### config.mk
export PLATFORM = sky130hd
export DESIGN_NAME = prog_loader
export DESIGN_NICKNAME = d
export VERILOG_FILES = /design/src/rtl/prog_loader_pkg.sv /design/src/rtl/prog_loader_word_assembler.sv /design/src/rtl/prog_loader.sv
export SDC_FILE = /design/constraint.sdc
export NUM_CORES = 1
export LEC_CHECK = 0
export CORE_MARGIN = 8
export CORE_UTILIZATION = 57
export DETAILED_ROUTE_END_ITERATION = 7
export GPL_TIMING_DRIVEN = 0
export PLACE_DENSITY = 0.94
export SKIP_CTS_REPAIR_TIMING = 1
export SKIP_LAST_GASP = 1
export SLEW_MARGIN = 5
export SYNTH_ARGS = -nofsm -noshare
export SYNTH_HDL_FRONTEND = slang
export SYNTH_SLANG_ARGS = --single-unit
### constraint.sdc
create_clock -name clk -period 15.33 [get_ports clk]
set_input_delay 3.066 -clock clk [delete_from_list [all_inputs] [get_ports clk]]
set_output_delay 3.066 -clock clk [all_outputs]
set_load 0.03 [all_outputs]
### src/rtl/prog_loader_pkg.sv
// Shared codes for the boot loader: command bytes, FSM state encoding and frame limits.
// Imported by the RTL and the testbench so both agree on every encoding.
package prog_loader_pkg;

  localparam logic [7:0] CMD_I = 8'h49;
  localparam logic [7:0] CMD_D = 8'h44;
  localparam logic [7:0] CMD_G = 8'h47;

  localparam int MAX_WORDS_DEF = 256;

  typedef enum logic [2:0] {
    S_IDLE,
    S_CNT_LO,
    S_CNT_HI,
    S_DATA,
    S_WRITE,
    S_RUN,
    S_ERROR
  } state_t;

  typedef enum logic {
    TGT_I,
    TGT_D
  } target_t;

  // States in which a stream byte may be taken.
  function automatic logic state_ready(input state_t s);
    return (s == S_IDLE) || (s == S_CNT_LO) || (s == S_CNT_HI) || (s == S_DATA);
  endfunction

  // A frame is in flight.
  function automatic logic state_busy(input state_t s);
    return !((s == S_IDLE) || (s == S_RUN) || (s == S_ERROR));
  endfunction

endpackage

### src/rtl/prog_loader_word_assembler.sv
// Shifts stream bytes into a little-endian word; flags the byte that completes it.
// word_next presents the word including the byte being accepted this cycle.
module prog_loader_word_assembler #(
  parameter int DATA_WIDTH = 32
) (
  input  logic                  clk,
  input  logic                  rst,
  input  logic                  clr,
  input  logic                  shift_en,
  input  logic [7:0]            in_dat,
  output logic [DATA_WIDTH-1:0] word_next,
  output logic                  word_last
);

  localparam int IDX_W = $clog2(DATA_WIDTH / 8);
  localparam logic [IDX_W-1:0] LAST_IDX = IDX_W'(DATA_WIDTH / 8 - 1);

  logic [DATA_WIDTH-1:0] word_q;
  logic [IDX_W-1:0]      idx_q;

  // First byte ends up in bits 7:0 after a full word of shifts.
  assign word_next = {in_dat, word_q[DATA_WIDTH-1:8]};
  assign word_last = shift_en && (idx_q == LAST_IDX);

  always_ff @(posedge clk or posedge rst) begin
    if (rst) begin
      word_q <= '0;
      idx_q  <= '0;
    end else if (clr) begin
      word_q <= '0;
      idx_q  <= '0;
    end else if (shift_en) begin
      word_q <= word_next;
      idx_q  <= idx_q + 1'b1;
    end
  end

endmodule

### src/rtl/prog_loader.sv
// Boot loader: parses I/D load frames from a byte stream into BRAM word writes,
// then releases the core on a run command.
module prog_loader
  import prog_loader_pkg::*;
#(
  parameter int ADDR_WIDTH = 10,
  parameter int DATA_WIDTH = 32,
  parameter int MAX_WORDS  = MAX_WORDS_DEF
) (
  input  logic                  clk,
  input  logic                  rst,
  input  logic [7:0]            in_dat,
  input  logic                  in_valid,
  output logic                  in_ready,
  output logic [ADDR_WIDTH-1:0] i_w_addr,
  output logic [DATA_WIDTH-1:0] i_w_dat,
  output logic                  i_w_enb,
  output logic [ADDR_WIDTH-1:0] d_w_addr,
  output logic [DATA_WIDTH-1:0] d_w_dat,
  output logic                  d_w_enb,
  output logic                  pc_stall,
  output logic                  d_bram_init_done,
  output logic                  busy,
  output logic                  error
);

  localparam logic [15:0] MAX_CNT = 16'(MAX_WORDS);

  state_t                state_q, state_d;
  target_t               target_q;
  logic [7:0]            cnt_lo_q;
  logic [15:0]           remain_q;
  logic [ADDR_WIDTH-1:0] addr_q;

  logic                  accept;
  logic [15:0]           count;
  logic [DATA_WIDTH-1:0] word_next;
  logic                  word_last;
  logic                  asm_clr;

  assign accept  = in_valid && in_ready;
  assign count   = {in_dat, cnt_lo_q};
  assign asm_clr = (state_d == S_DATA) && (state_q != S_DATA);

  prog_loader_word_assembler #(
    .DATA_WIDTH (DATA_WIDTH)
  ) u_word_assembler (
    .clk       (clk),
    .rst       (rst),
    .clr       (asm_clr),
    .shift_en  (accept && (state_q == S_DATA)),
    .in_dat    (in_dat),
    .word_next (word_next),
    .word_last (word_last)
  );

  always_ff @(posedge clk or posedge rst) begin
    if (rst) state_q <= S_IDLE;
    else     state_q <= state_d;
  end

  always_comb begin
    // NOTE: default first so no path through the case leaves state_d unassigned (no latch).
    state_d = state_q;
    unique case (state_q)
      S_IDLE: if (accept) begin
        if (in_dat == CMD_I || in_dat == CMD_D) state_d = S_CNT_LO;
        else if (in_dat == CMD_G)               state_d = S_RUN;
        else                                    state_d = S_ERROR;
      end
      S_CNT_LO: if (accept) state_d = S_CNT_HI;
      S_CNT_HI: if (accept) begin
        if (count == 16'd0)        state_d = S_IDLE;
        else if (count > MAX_CNT)  state_d = S_ERROR;
        else                       state_d = S_DATA;
      end
      S_DATA:  if (word_last) state_d = S_WRITE;
      S_WRITE: state_d = (remain_q == 16'd1) ? S_IDLE : S_DATA;
      S_RUN:   state_d = S_RUN;
      S_ERROR: state_d = S_ERROR;
      default: state_d = S_ERROR;
    endcase
  end

  // Frame bookkeeping: target memory, word count and write address.
  always_ff @(posedge clk or posedge rst) begin
    if (rst) begin
      target_q <= TGT_I;
      cnt_lo_q <= '0;
      remain_q <= '0;
      addr_q   <= '0;
    end else begin
      if (state_q == S_IDLE && accept)
        target_q <= (in_dat == CMD_D) ? TGT_D : TGT_I;
      if (state_q == S_CNT_LO && accept)
        cnt_lo_q <= in_dat;
      if (state_q == S_CNT_HI && accept) begin
        remain_q <= count;
        addr_q   <= '0;
      end
      if (state_q == S_WRITE) begin
        remain_q <= remain_q - 16'd1;
        addr_q   <= addr_q + ADDR_WIDTH'(4);
      end
    end
  end

  // Registered outputs; the untargeted write port keeps its last addr/dat.
  always_ff @(posedge clk or posedge rst) begin
    if (rst) begin
      in_ready         <= 1'b0;
      i_w_addr         <= '0;
      i_w_dat          <= '0;
      i_w_enb          <= 1'b0;
      d_w_addr         <= '0;
      d_w_dat          <= '0;
      d_w_enb          <= 1'b0;
      pc_stall         <= 1'b1;
      d_bram_init_done <= 1'b0;
      busy             <= 1'b0;
      error            <= 1'b0;
    end else begin
      // NOTE: non-blocking everywhere here so each register samples pre-edge values.
      in_ready <= state_ready(state_d);
      busy     <= state_busy(state_d);
      error    <= (state_d == S_ERROR);
      i_w_enb  <= 1'b0;
      d_w_enb  <= 1'b0;
      if (word_last) begin
        if (target_q == TGT_I) begin
          i_w_enb  <= 1'b1;
          i_w_addr <= addr_q;
          i_w_dat  <= word_next;
        end else begin
          d_w_enb  <= 1'b1;
          d_w_addr <= addr_q;
          d_w_dat  <= word_next;
        end
      end
      if (state_d == S_RUN) begin
        pc_stall         <= 1'b0;
        d_bram_init_done <= 1'b1;
      end
    end
  end

endmodule

==> flow_metrics.env <==
export IMPL_outcome="complete, no violations"
export IMPL_clockBufferDepth=2
export IMPL_path_max_fanout=10
export IMPL_synth_cells=521
export IMPL_hp_class="reg -> reg"
export IMPL_viasPerCell=6.10
export IMPL_post_route_util_pct=74.1
export IMPL_irDropWorstVdd_mv=0.0677
export IMPL_ios=102
export IMPL_synth_flop_cell="dfrtp_1"
export IMPL_core_region_area_um2=10800
export IMPL_fin_area_um2=8030
export IMPL_required_ps=15730
export IMPL_die_y_um=121
export IMPL_grt_remaining_overflow=0
export IMPL_numCtsBuffers=17
export IMPL_ant_nets=0
export IMPL_max_stage_delay_ps=570
export IMPL_die_area_um2=14700
export IMPL_gp_congestion=0.872
export IMPL_final_setup_tns_ps=0
export IMPL_dr_total_vias=4817
export IMPL_synth_yosys_seq_area_share_pct=59.0
export IMPL_crit_path_end_kind="flip-flop"
export IMPL_htree_levels=4
export IMPL_finalHoldViolCount=0
export IMPL_grt_max_degree=103
export IMPL_relSlewSlack_pct=54.3
export IMPL_cts_clk_slew_worst_paths_ps=60
export IMPL_synth_top_area_cell="dfrtp_1"
export IMPL_cts_tree="yes"
export IMPL_power_per_cell_area_nw_per_um2=99.8
export IMPL_io_buffers=94
export IMPL_crit_slowest_cell="clkdlybuf4s50_1"
export IMPL_cts_sinks=149
export IMPL_track_usage_pct=23.8
export IMPL_final_cells=790
export IMPL_rsz0062_at_grt="no"
export IMPL_pre_cts_slack_ps=9780
export IMPL_num_rows=38
export IMPL_routedWlPerCell_um=21.4
export IMPL_finalPower_uw=801
export IMPL_whs_ps=467
export IMPL_grt_pass1_vias=5153
export IMPL_finalWorstSetupSlack_ps=10220
export IMPL_async_flop_share_pct=100
export IMPL_fin_skew_ps=13.7
export IMPL_leakagePower_nw=3.70
export IMPL_syn_to_final_growth_pct=27.0
export IMPL_arrival_ps=5510
export IMPL_initial_core_util_pct=58.3
export IMPL_synth_area_leaders="dfrtp_1, mux2_1, mux2_2"
export IMPL_cap_violations=0
export IMPL_synth_common_cells="dfrtp_1, nand2_1, mux2_1"
export IMPL_drive_above_1_share_pct=14.5
export IMPL_period_share_pct=33.4
export IMPL_grt_pass1_wl_um=27500
export IMPL_routed_wl_um=16900
export IMPL_place_hpwl_um=11400
export IMPL_synthesis_area_um2=6320
export IMPL_synth_top_area_share_pct=58.6
export IMPL_clkLatencyLatePin_ps=530
export IMPL_root_buffer="clkbuf_8"
export IMPL_setup_viol=0
export IMPL_postPlaceCellArea_um2=7480
export IMPL_antenna_cells=0
export IMPL_die_width_um=121
export IMPL_ys_ff_latch=149
export IMPL_fmax_ghz=0.196
export IMPL_critical_path_class="in -> reg"
export IMPL_yosys_warnings=0
export IMPL_period_minus_slack_ps=5110
export IMPL_drc=0
export IMPL_antenna_found_initial=0
export IMPL_worst_slew_pin_slew_ps=682
export IMPL_syn_mean_instance_area_um2=12.1
export IMPL_dr_pass1_iters=5
export IMPL_final_max_slew_viol_count=0
export IMPL_drt_first_iter_violations=398
export IMPL_synth_most_common_cell="dfrtp_1"
export IMPL_synth_edf_count=0
export IMPL_reg2reg_slack_ps=12730
export IMPL_dp_cells=759
export IMPL_cp_cell_sequence="clkdlybuf4s50_1 > nor3_1 > nand2_1 > nor4_1 > o21a_1 > buf_2 > buf_6 > a21oi_1"
export IMPL_yosysUniqueCellTypes=63
export IMPL_fin_nets=653
export IMPL_critPathLaunchType="primary input"
## per-layer routing
metal	global-route usage, %	part of all wire, %	vias to the layer above	wire length [µm]
li1	-	-	2088	-
met1	27.4	38	2420	6490
met2	40.2	50	252	8490
met3	7.45	8.4	57	1430
met4	9.79	2.9	0	497
met5	0	0	-	0
## final timing paths
kind                                  start  cells past startpoint                     endpoint
worst max-delay path              in_dat[4]                      8  u_word_assembler.word_q[15]
worst min-delay path               pc_stall                      1                     pc_stall
worst max register to register  remain_q[1]                      9  u_word_assembler.word_q[15]
worst min register to register     pc_stall                      1                     pc_stall
max in group asynchronous               rst                      3                     pc_stall
min in group asynchronous               rst                      2                  i_w_dat[30]
## cell families (layout without fill, tap and decap cells)
logic type	Yosys count	in the layout	share of synthesized area [%]
xor+xnor	2	2	0.277
flops	149	149	59.0
mux	89	89	15.8
buf+inv	43	169	3.25
other cells	1	4	0.0593
compound gates	85	85	9.07
fa+ha+maj	4	4	0.792
simple gates	148	148	11.7
## worst max-delay path, delay by kind of cell
kind | cells | cell delay [ps]
AND/OR/NAND/NOR | 3 | 1250
buffers and inverters | 3 | 960
AO/OA/AOI/OAI | 2 | 240
## placed cells by master, fill, tap and decap left out, types with 3 or more instances in the layout
cell	synthesis	final
dfrtp_1	148	148
clkdlybuf4s50_1	0	94
nand2_1	78	78
mux2_1	49	49
mux2_2	39	39
a21oi_1	28	28
clkbuf_1	20	24
o21ai_0	16	16
clkbuf_16	0	16
nor2_1	13	13
nand3_1	8	8
nor4_1	7	7
inv_1	7	6
buf_2	5	5
o211ai_1	5	5
buf_1	4	4
nor2b_1	4	4
or4_1	4	4
nor3_1	4	4
ha_1	4	4
buf_4	4	4
conb_1	1	4
clkinv_2	0	4
and2_1	3	3
and3_1	3	3
nand4_1	3	3
a221o_1	3	3
o311ai_0	3	3
buf_6	3	3
o21ai_1	3	3
or3_1	3	3
o211ai_2	3	3
o21a_1	3	3
o21bai_1	3	3
## power by group
group	internal [mW]	switching [mW]	total, mW
logic	0.00403	0.0133	0.0174
clock network	0.234	0.156	0.390
registers	0.393	0	0.393
## sequential cells by signal, indices dropped and copies added, names as in the netlist, 2 cells and up
register,flops
d_w_dat,32
i_w_dat,32
u_word_assembler.word_q,24
remain_q,16
addr_q,8
cnt_lo_q,8
d_w_addr,8
i_w_addr,8
state_q,3
u_word_assembler.idx_q,2
## final cells by class
class / count / area (µm²)
Timing Repair Buffer: 95 / 968
Multi-Input combinational cell: 332 / 2400
Clock inverter: 9 / 104
Clock buffer: 22 / 443
Tap cell: 140 / 175
Inverter: 7 / 31.3
Buffer: 36 / 179
Fill cell: 665 / 2810
Sequential cell: 149 / 3730
(Power assumes the default switching activity.)
